<file path="src/rtl/bn_pkg.sv">
// bn_pkg: shared constants and helpers for the batch-norm datapath.
//   FP16_W        element width of an IEEE half-precision sample
//   FP16_ZERO     +0.0, used to pad flushed vectors
//   FP16_EXP_MAX  all-ones exponent (NaN or Inf)
//   FP16_QUARTER  1/SIZE scale constant for the default SIZE=4 group
//   cnt_width()   element-index width, never narrower than one bit
//   fp16_exp()    exponent field of a sample
//   fp16_is_nan_inf()  sample is NaN or Inf
package bn_pkg;

    localparam int unsigned FP16_W       = 16;
    localparam logic [15:0] FP16_ZERO    = 16'h0000;
    localparam logic [4:0]  FP16_EXP_MAX = 5'h1F;
    localparam logic [15:0] FP16_QUARTER = 16'h3400;

    function automatic int unsigned cnt_width(input int unsigned vec);
        return (vec > 1) ? $clog2(vec) : 1;
    endfunction

    function automatic logic [4:0] fp16_exp(input logic [15:0] x);
        return x[14:10];
    endfunction

    function automatic logic fp16_is_nan_inf(input logic [15:0] x);
        return fp16_exp(x) == FP16_EXP_MAX;
    endfunction

endpackage

</file>
<file path="src/rtl/bn_pack_bank.sv">
// bn_pack_bank: one Vec-entry FP16 register bank of the ping-pong packer.
//   clk_i, rst_ni  clock, synchronous active-low reset
//   wr_en_i        write wr_data_i into element wr_idx_i
//   pad_en_i       zero every element at index >= pad_from_i
//   data_o         bank contents, element i at bits [i*FP16_W +: FP16_W]
//   nan_o          (BN_PACK_NAN_FLAG_EN only) some sample of this fill was NaN/Inf
module bn_pack_bank
    import bn_pkg::*;
#(
    parameter int unsigned Vec  = 4,
    parameter int unsigned CntW = 2
) (
    input  logic                      clk_i,
    input  logic                      rst_ni,
    input  logic                      wr_en_i,
    input  logic [CntW-1:0]           wr_idx_i,
    input  logic [FP16_W-1:0]         wr_data_i,
    input  logic                      pad_en_i,
    input  logic [CntW:0]             pad_from_i,
`ifdef BN_PACK_NAN_FLAG_EN
    output logic                      nan_o,
`endif
    output logic [0:FP16_W*Vec-1]     data_o
);

    logic [FP16_W-1:0] mem_q [Vec];

    // The caller never points pad_from_i at or below the element being written.
    always_ff @(posedge clk_i) begin
        if (!rst_ni) begin
            for (int e = 0; e < Vec; e++) mem_q[e] <= FP16_ZERO;
        end else begin
            for (int e = 0; e < Vec; e++) begin
                if (wr_en_i && (wr_idx_i == CntW'(e))) begin
                    mem_q[e] <= wr_data_i;
                end else if (pad_en_i && (pad_from_i <= (CntW + 1)'(e))) begin
                    mem_q[e] <= FP16_ZERO;
                end
            end
        end
    end

    always_comb begin
        data_o = '0;
        for (int e = 0; e < Vec; e++) data_o[e*FP16_W +: FP16_W] = mem_q[e];
    end

`ifdef BN_PACK_NAN_FLAG_EN
    logic nan_q;

    // Writing element 0 starts a new fill, so the old flag is dropped there.
    always_ff @(posedge clk_i) begin
        if (!rst_ni) begin
            nan_q <= 1'b0;
        end else if (wr_en_i) begin
            nan_q <= ((wr_idx_i == '0) ? 1'b0 : nan_q) | fp16_is_nan_inf(wr_data_i);
        end
    end

    assign nan_o = nan_q;
`endif

endmodule

</file>
<file path="src/rtl/bn_vec_packer.sv">
// bn_vec_packer: serial-to-parallel FP16 packer feeding the batch-norm stage.
// Two banks ping-pong: one fills while the other is presented to the consumer.
//   clk, reset          clock, synchronous active-low reset
//   in_data/in_valid    one FP16 sample per handshake
//   in_ready            a sample or flush can be taken (registered state only)
//   flush               close the partial vector, zero-padding the tail
//   out_vec/out_valid   completed vector, element 0 in the leftmost bits
//   out_ready           consumer takes the vector
//   out_nan             present only with BN_PACK_NAN_FLAG_EN defined
module bn_vec_packer
    import bn_pkg::*;
#(
    parameter  int unsigned SIZE       = 4,
    parameter  int unsigned CHANNEL    = 1,
    localparam int unsigned DATA_WIDTH = FP16_W,
    localparam int unsigned VEC        = SIZE / CHANNEL
) (
    input  logic                        clk,
    input  logic                        reset,
    input  logic [DATA_WIDTH-1:0]       in_data,
    input  logic                        in_valid,
    output logic                        in_ready,
    input  logic                        flush,
    output logic [0:DATA_WIDTH*VEC-1]   out_vec,
    output logic                        out_valid,
    input  logic                        out_ready
`ifdef BN_PACK_NAN_FLAG_EN
    ,
    output logic                        out_nan
`endif
);

    localparam int unsigned CW = cnt_width(VEC);

    logic [CW-1:0] count_q, count_d;
    logic          wr_sel_q, wr_sel_d;
    logic          rd_sel_q, rd_sel_d;
    logic [1:0]    full_q, full_d;

    logic          s_acc, f_acc, close, drain;
    logic [CW:0]   pad_from;
    logic [1:0]    bank_wr, bank_pad;
    logic [0:DATA_WIDTH*VEC-1] bank_data [2];
`ifdef BN_PACK_NAN_FLAG_EN
    logic [1:0]    bank_nan;
`endif

    always_comb begin
        in_ready = reset & ~full_q[wr_sel_q];
        s_acc    = in_valid & in_ready;
        // A flush on an empty bank with no sample alongside would make an empty vector.
        f_acc    = flush & in_ready & (s_acc | (count_q != '0));
        close    = f_acc | (s_acc & (count_q == CW'(VEC - 1)));
        drain    = full_q[rd_sel_q] & out_ready;
        // A same-cycle sample lands at count, so padding begins one past it.
        pad_from = s_acc ? ((CW + 1)'(count_q) + (CW + 1)'(1)) : (CW + 1)'(count_q);
        bank_wr  = {s_acc & wr_sel_q, s_acc & ~wr_sel_q};
        bank_pad = {f_acc & wr_sel_q, f_acc & ~wr_sel_q};
    end

    // Fill-complete and drain never address the same bank: close needs
    // !full[wr_sel] while drain needs full[rd_sel].
    always_comb begin
        full_d   = full_q;
        wr_sel_d = wr_sel_q;
        rd_sel_d = rd_sel_q;
        count_d  = count_q;
        if (close) begin
            full_d[wr_sel_q] = 1'b1;
            wr_sel_d         = ~wr_sel_q;
            count_d          = '0;
        end else if (s_acc) begin
            count_d = count_q + CW'(1);
        end
        if (drain) begin
            full_d[rd_sel_q] = 1'b0;
            rd_sel_d         = ~rd_sel_q;
        end
    end

    always_ff @(posedge clk) begin
        if (!reset) begin
            full_q   <= '0;
            wr_sel_q <= 1'b0;
            rd_sel_q <= 1'b0;
            count_q  <= '0;
        end else begin
            full_q   <= full_d;
            wr_sel_q <= wr_sel_d;
            rd_sel_q <= rd_sel_d;
            count_q  <= count_d;
        end
    end

    for (genvar b = 0; b < 2; b++) begin : g_bank
        bn_pack_bank #(
            .Vec  (VEC),
            .CntW (CW)
        ) u_bank (
            .clk_i      (clk),
            .rst_ni     (reset),
            .wr_en_i    (bank_wr[b]),
            .wr_idx_i   (count_q),
            .wr_data_i  (in_data),
            .pad_en_i   (bank_pad[b]),
            .pad_from_i (pad_from),
`ifdef BN_PACK_NAN_FLAG_EN
            .nan_o      (bank_nan[b]),
`endif
            .data_o     (bank_data[b])
        );
    end

    // Banks reset to zero, so out_vec reads zero out of reset.
    always_comb begin
        out_valid = full_q[rd_sel_q];
        out_vec   = bank_data[rd_sel_q];
    end

`ifdef BN_PACK_NAN_FLAG_EN
    assign out_nan = bank_nan[rd_sel_q];
`endif

endmodule

</file>
<file path="config.mk">
export PLATFORM = sky130hd
export DESIGN_NAME = bn_vec_packer
export DESIGN_NICKNAME = d
export VERILOG_FILES = /design/src/rtl/bn_pkg.sv /design/src/rtl/bn_pack_bank.sv /design/src/rtl/bn_vec_packer.sv
export SDC_FILE = /design/constraint.sdc
export NUM_CORES = 1
export LEC_CHECK = 0
export ABC_AREA = 1
export CAP_MARGIN = 10
export CELL_PAD_IN_SITES_DETAIL_PLACEMENT = 2
export CELL_PAD_IN_SITES_GLOBAL_PLACEMENT = 2
export CORE_MARGIN = 3
export CORE_UTILIZATION = 37
export DETAILED_ROUTE_END_ITERATION = 7
export GPL_ROUTABILITY_DRIVEN = 0
export PLACE_DENSITY_LB_ADDON = 0.1
export REMOVE_ABC_BUFFERS = 1
export SLEW_MARGIN = 20
export SYNTH_ARGS = -nofsm -noshare
export SYNTH_HDL_FRONTEND = slang
export SYNTH_SLANG_ARGS = --single-unit
</file>
<file path="constraint.sdc">
create_clock -name clk -period 6.45 [get_ports clk]
set_clock_uncertainty 0.2 [all_clocks]
set_input_delay 1.6125 -clock clk [delete_from_list [all_inputs] [get_ports clk]]
set_output_delay 1.6125 -clock clk [all_outputs]
set_load 0.02 [all_outputs]
</file>
==> out/qor.csv, run 1 <==
metric,value,unit
num_io_pins,87,
portBuffers,86,
ir_drop,199,µV
yosysSeqAreaShare,0.676,
netlist_area,5860,µm²
ctsResizeCount,0,
drc,0,
dp_slack,1.05,ns
fillCellCount,1602,
outcome,finished clean,
synth.distinct_cells,23,
cts_hold_buf,0,
cts_setup_buffers,0,
post-route-period-util,0.847,
viasPerCell,4.86,
placed_cell_area,6860,µm²
end_kind,output pin,
yosys_warnings,0,
final_cells,890,
min_from,full_q[1]$_SDFF_PN0_,
mostFrequentLayoutCells,"nand2_1 (224), nor2_1 (134), edfxtp_1 (128)",
holdPathEnd,full_q[1]$_SDFF_PN0_,
hpwlAfterDp,11100,µm
hold_ws,0.299,ns
clk_pin_slew_worst_paths,0.05,ns
setup_viol_count_final,0,
areaGrowthSynthToFinish,26.1,%
hold_class,reg2reg,
cp-start-kind,input pin,
fin_ws,0.987,ns
crit_type,in2out,
die_w,132,µm
row_count,45,
antenna_found_initial,0,
grt_pass1_vias,4847,
clk_path_buf_depth,2,
seq_area,3970,µm²
ff2ff_setup_slack,3.59,ns
reg2reg_to,g_bank[0].u_bank.mem_q[0][14]$_SDFFCE_PP0P_,
syn_area_per_cell,10.1,µm²
fin_tns_setup,0,ns
tritoncts,yes,
die_area,17400,µm²
grt_max_degree,68,
max_freq,183,MHz
fin_nets,691,
drive_above_1_share,0.0663,
initial_core_util,0.382,
holdPathStages,2,
p_leak,0.00321,µW
finalHoldViolCount,0,
antenna_cells,0,
final_max_slew_viol_count,0,
ant_nets,0,
fin_area,7390,µm²
arrival,3.65,ns
final_common_cell,nand2_1,
wl,17500,µm
rr_startpoint,wr_sel_q$_SDFFE_PN0N_,
vias,4322,
cts_buffers,17,
synthCells,583,
drv_cap,0,
htreeDepth,4,
yosys_register_bits,134,
cts-root-buf,clkbuf_16,
wl_per_cell,19.7,µm
rr_worst_depth,8,
fin_crit,5.46,ns
drt_iter0_markers,237,
grt_util_all_layers,0.208,
slew_headroom,0.452,
clk_latency,0.42,ns
worstMarginPinSlew,0.820,ns
first_pass_iters,4,
dp_cells,858,
required,4.64,ns
multi_input_area,1640,µm²
grt_pass1_wl,27200,µm
grt_setup_unrepaired,no,
cellPowerDensity,298,nW/µm²
clock_sinks,134,
cp_max_fo,12,
grt-ovfl-total,0,
die_h,132,µm
coreArea,15400,µm²
-- critical path, cell delays in order --
cell and delay (ns):
clkdlybuf4s50_1 0.91, nand2_1 0.16, nor2_2 0.27, clkdlybuf4s50_1 0.70
-- final cells by class --
type,count,area share
Tap cell,211,0.0357
Clock inverter,4,0.00271
Sequential cell,134,0.536
Timing Repair Buffer,88,0.118
Multi-Input combinational cell,395,0.222
Clock buffer,28,0.0699
Inverter,30,0.0152
-- through the flow --
step / utilization / total power, µW
6_report: 0.481 / 2210
5_1_grt: 0.481 / 2280
4_1_cts: 0.481 / 2220
3_5_place_dp: 0.446 / 1340
3_3_place_gp: 0.446 / 1330
2_1_floorplan: - / 1190
-- per-layer routing --
layer / wire (µm) / GRT usage / up-vias
li1: - / - / 2037
met5: 0 / 0 / -
met1: 7390 / 0.246 / 2169
met2: 9130 / 0.372 / 87
met4: 412 / 0.0782 / 0
met3: 578 / 0.0458 / 29
-- report_power, final --
part / switching [µW] / leakage (µW) / internal, µW / total (µW)
combinational: 187 / 0.00155 / 105 / 292
clock: 346 / 0.000268 / 540 / 886
sequential: 17.8 / 0.00139 / 1010 / 1030
-- worst max path at each step --
stage | endpoint | slack (ns) | from
floorplan | out_vec[0] | 1.90 | rd_sel_q$_SDFFE_PN0P_
global placement | in_ready | 1.18 | reset
detailed placement | in_ready | 1.05 | reset
CTS | in_ready | 1.00 | reset
global route | in_ready | 0.87 | reset
finish | in_ready | 0.99 | reset
-- state kept, by name, indices dropped and copies added (netlist names) --
register	flops
count_q	2
full_q	2
g_bank.u_bank.mem_q	128
rd_sel_q	1
wr_sel_q	1
-- Yosys cell counts (all sizes together) --
cell | number | area share
nand3b | 1 | 0.0013
nand4 | 3 | 0.0058
nor3 | 2 | 0.0017
ha | 4 | 0.0085
edfxtp | 128 | 0.66
nor2 | 137 | 0.092
nand3 | 8 | 0.0068
a21boi | 1 | 0.0013
clkbuf | 15 | 0.0096
inv | 30 | 0.019
nand2 | 234 | 0.16
dfxtp | 6 | 0.020
o21ai | 1 | 0.00085
a21oi | 4 | 0.0034
buf | 9 | 0.016
-- cells by family (layout without fill, tap and decap cells) --
group | Yosys count | count (layout) | synth area share
simple gates | 385 | 385 | 0.265
compound gates | 6 | 6 | 0.00555
buf+inv | 54 | 150 | 0.0448
fa+ha+maj | 4 | 4 | 0.00853
flops | 134 | 134 | 0.676
Power figures use the tool's default switching activity.
==> inputs of run 2 (changes only) <==
--- a/config.mk
+++ b/config.mk
@@ -10,7 +10,7 @@
 export CELL_PAD_IN_SITES_DETAIL_PLACEMENT = 2
 export CELL_PAD_IN_SITES_GLOBAL_PLACEMENT = 2
 export CORE_MARGIN = 3
-export CORE_UTILIZATION = 37
+export CORE_UTILIZATION = 34
 export DETAILED_ROUTE_END_ITERATION = 7
 export GPL_ROUTABILITY_DRIVEN = 0
 export PLACE_DENSITY_LB_ADDON = 0.1
==> constraint.sdc (replaced) <==
create_clock -name clk -period 5.53 [get_ports clk]
set_clock_uncertainty 0.2 [all_clocks]
set_input_delay 1.3825 -clock clk [delete_from_list [all_inputs] [get_ports clk]]
set_output_delay 1.3825 -clock clk [all_outputs]
set_load 0.02 [all_outputs]
==> run 2 against run 1 <==
Effect of this change: count of clock-buffer cells in the layout is 10 lower; first-iteration DRC count down 14%; largest cell class unchanged; global-route usage is 1.2 points lower; highest routed layer unchanged; sequential power grew 17%; total power increased by 16%; register-to-register slack got worse by 0.91 ns.
==> out/qor.csv, run 2 (same netlist as run 1, synthesis figures left out) <==
metric,value,unit,change
top_register,g_bank.u_bank.mem_q,,unchanged
first_pass_iters,4,,unchanged
ir_drop,211,µV,was 199 µV
crit_buf_inv,2,,unchanged
largestRegisters,"g_bank.u_bank.mem_q: 128 flops, count_q: 2 flops, full_q: 2 flops",,unchanged
setup_viol_count_final,0,,unchanged
row_count,47,,was 45
slew_headroom,0.395,,was 0.452
crit_type,in2out,,unchanged
num_io_pins,87,,unchanged
htreeDepth,4,,unchanged
hold_ws,0.327,ns,was 0.299 ns
rr_startpoint,count_q[0]$_SDFFE_PP0N_,,was wr_sel_q$_SDFFE_PN0N_
cpMostUsedCell,clkdlybuf4s50_1,,unchanged
clk_pin_slew_worst_paths,0.06,ns,was 0.05 ns
portBuffers,86,,unchanged
grt_pass1_wl,26800,µm,was 27200 µm
critPathSlowestCell,clkdlybuf4s50_1,,unchanged
final_max_slew_viol_count,0,,unchanged
cellPowerDensity,346,nW/µm²,was 298 nW/µm²
fin_tns_setup,0,ns,unchanged
fin_ws,1.03,ns,was 0.987 ns
p_int,1900,µW,was 1650 µW
antenna_cells,0,,unchanged
hold_class,reg2reg,,unchanged
fin_area,7400,µm²,was 7390 µm²
die_area,18900,µm²,was 17400 µm²
fillCellCount,1784,,was 1602
tritoncts,yes,,unchanged
antenna_found_initial,0,,unchanged
pwr-share-seq,0.469,,was 0.466
wl_per_cell,19.6,µm,was 19.7 µm
die_w,137,µm,was 132 µm
placed_cell_area,6870,µm²,was 6860 µm²
cts-root-buf,clkbuf_16,,unchanged
grt_pass1_vias,4741,,was 4847
cts_setup_buffers,0,,unchanged
clk_latency,0.42,ns,about the same
final_common_cell,nand2_1,,unchanged
clk_path_buf_depth,2,,unchanged
post-route-period-util,0.813,,
mostFrequentLayoutCells,"nand2_1 (224), nor2_1 (134), edfxtp_1 (128)",,unchanged
ctsResizeCount,0,,unchanged
required,3.95,ns,was 4.64 ns
grt_max_degree,68,,unchanged
coreArea,16800,µm²,was 15400 µm²
viasPerCell,4.79,,was 4.86
areaGrowthSynthToFinish,26.1,%,about the same
min_from,full_q[1]$_SDFF_PN0_,,unchanged
hpwlAfterDp,11200,µm,was 11100 µm
critical-path-max-stage-delay,0.68,ns,was 0.91 ns
drive_above_1_share,0.0662,,was 0.0663
swShare,0.256,,was 0.250
ff2ff_setup_slack,2.68,ns,was 3.59 ns
worstMarginPinSlew,0.906,ns,was 0.820 ns
cts_buffers,17,,unchanged
cts_hold_buf,0,,unchanged
holdPathEnd,full_q[1]$_SDFF_PN0_,,unchanged
grt_util_all_layers,0.196,,was 0.208
total_power,2560,µW,was 2210 µW
wl,17600,µm,was 17500 µm
p_comb_frac,0.133,,was 0.132
die_h,137,µm,was 132 µm
grt_setup_unrepaired,no,,unchanged
p_leak,0.00320,µW,was 0.00321 µW
clkPwrFrac,0.398,,was 0.402
vias,4313,,was 4322
outcome,finished clean,,unchanged
largest_reg_flops,128,,unchanged
rr_worst_depth,7,,was 8
dp_slack,1.09,ns,was 1.05 ns
arrival,2.91,ns,was 3.65 ns
drc,0,,unchanged
end_kind,output pin,,unchanged
fin_nets,692,,was 691
fin_crit,4.50,ns,
drv_cap,0,,unchanged
grt-ovfl-total,0,,unchanged
holdPathStages,2,,unchanged
drt_iter0_markers,204,,was 237
finalHoldViolCount,0,,unchanged
clock_sinks,134,,unchanged
reg2reg_to,g_bank[1].u_bank.mem_q[0][11]$_SDFFCE_PP0P_,,was g_bank[0].u_bank.mem_q[0][14]$_SDFFCE_PP0P_
crit_chain,clkdlybuf4s50_1 > nand2_1 > nor2_2 > clkdlybuf4s50_1,,unchanged
initial_core_util,0.350,,was 0.382
max_freq,222,MHz,
ant_nets,0,,unchanged
path_delay_family,buffers and inverters,,unchanged
switching_power,654,µW,was 552 µW
cp-start-kind,input pin,,unchanged
cp_max_fo,7,,was 12
run 2: cell count changes in the layout (fill, tap and decap cells not counted):
cell / previous run / this run
buf_4: 2 / 3
bufinv_16: 0 / 1
clkbuf_1: 6 / 1
clkbuf_8: 5 / 0
clkinv_1: 0 / 6
clkinv_2: 4 / 5
clkinvlp_4: 0 / 2
run 2: power by group through the flow:
| stage | clock network, µW | registers, µW | logic (µW) |
|---|---|---|---|
| 4_1_cts | 1030 | 1200 | 348 |
| 3_3_place_gp | 0 | 1210 | 335 |
| 5_1_grt | 1070 | 1200 | 371 |
| 2_1_floorplan | 0 | 1210 | 169 |
| 3_5_place_dp | 0 | 1220 | 345 |
| 6_report | 1020 | 1200 | 340 |
run 2: area by class of cell:
type	count	area [µm²]	share of cell area
inverters	30	113	0.0152
clock inverters	14	92.6	0.0125
clock buffers	18	429	0.0580
repair buffers	89	883	0.119
multi-input cells	395	1640	0.221
well taps	220	275	0.0372
flip-flops and latches	134	3970	0.536
run 2: worst max-delay path by stage:
stage | start | to | slack, ns | depth (start not counted)
2_1_floorplan | rd_sel_q$_SDFFE_PN0P_ | out_vec[0] | 1.21 | 3
3_3_place_gp | reset | in_ready | 1.12 | 4
3_5_place_dp | reset | in_ready | 1.09 | 4
4_1_cts | reset | in_ready | 1.08 | 4
5_1_grt | reset | in_ready | 0.99 | 4
6_report | reset | in_ready | 1.03 | 4
run 2: stage by stage:
stage / cells / util
after global placement: 868 / 0.410
final: 900 / 0.441
after detailed placement: 868 / 0.410
after CTS: 900 / 0.441
after floorplan: 559 / -
after global routing: 900 / 0.441
run 2: worst register-to-register path: cells and delay by family, from the launching register on:
family,cells,cell delay [ns]
adders and majority gates,1,0.30
buffers and inverters,1,0.15
AOI/OAI and AO/OA,1,0.20
and+or+nand+nor,4,1.18
DFF,1,0.44
run 2: layer usage:
| layer | track usage | routed length, µm | share of wire | vias to the layer above |
|---|---|---|---|---|
| met2 | 0.343 | 9140 | 0.52 | 84 |
| met1 | 0.244 | 7610 | 0.43 | 2171 |
| li1 | - | - | - | 2035 |
| met3 | 0.0405 | 560 | 0.032 | 23 |
| met4 | 0.0643 | 333 | 0.019 | 0 |
| met5 | 0 | 0 | 0 | - |
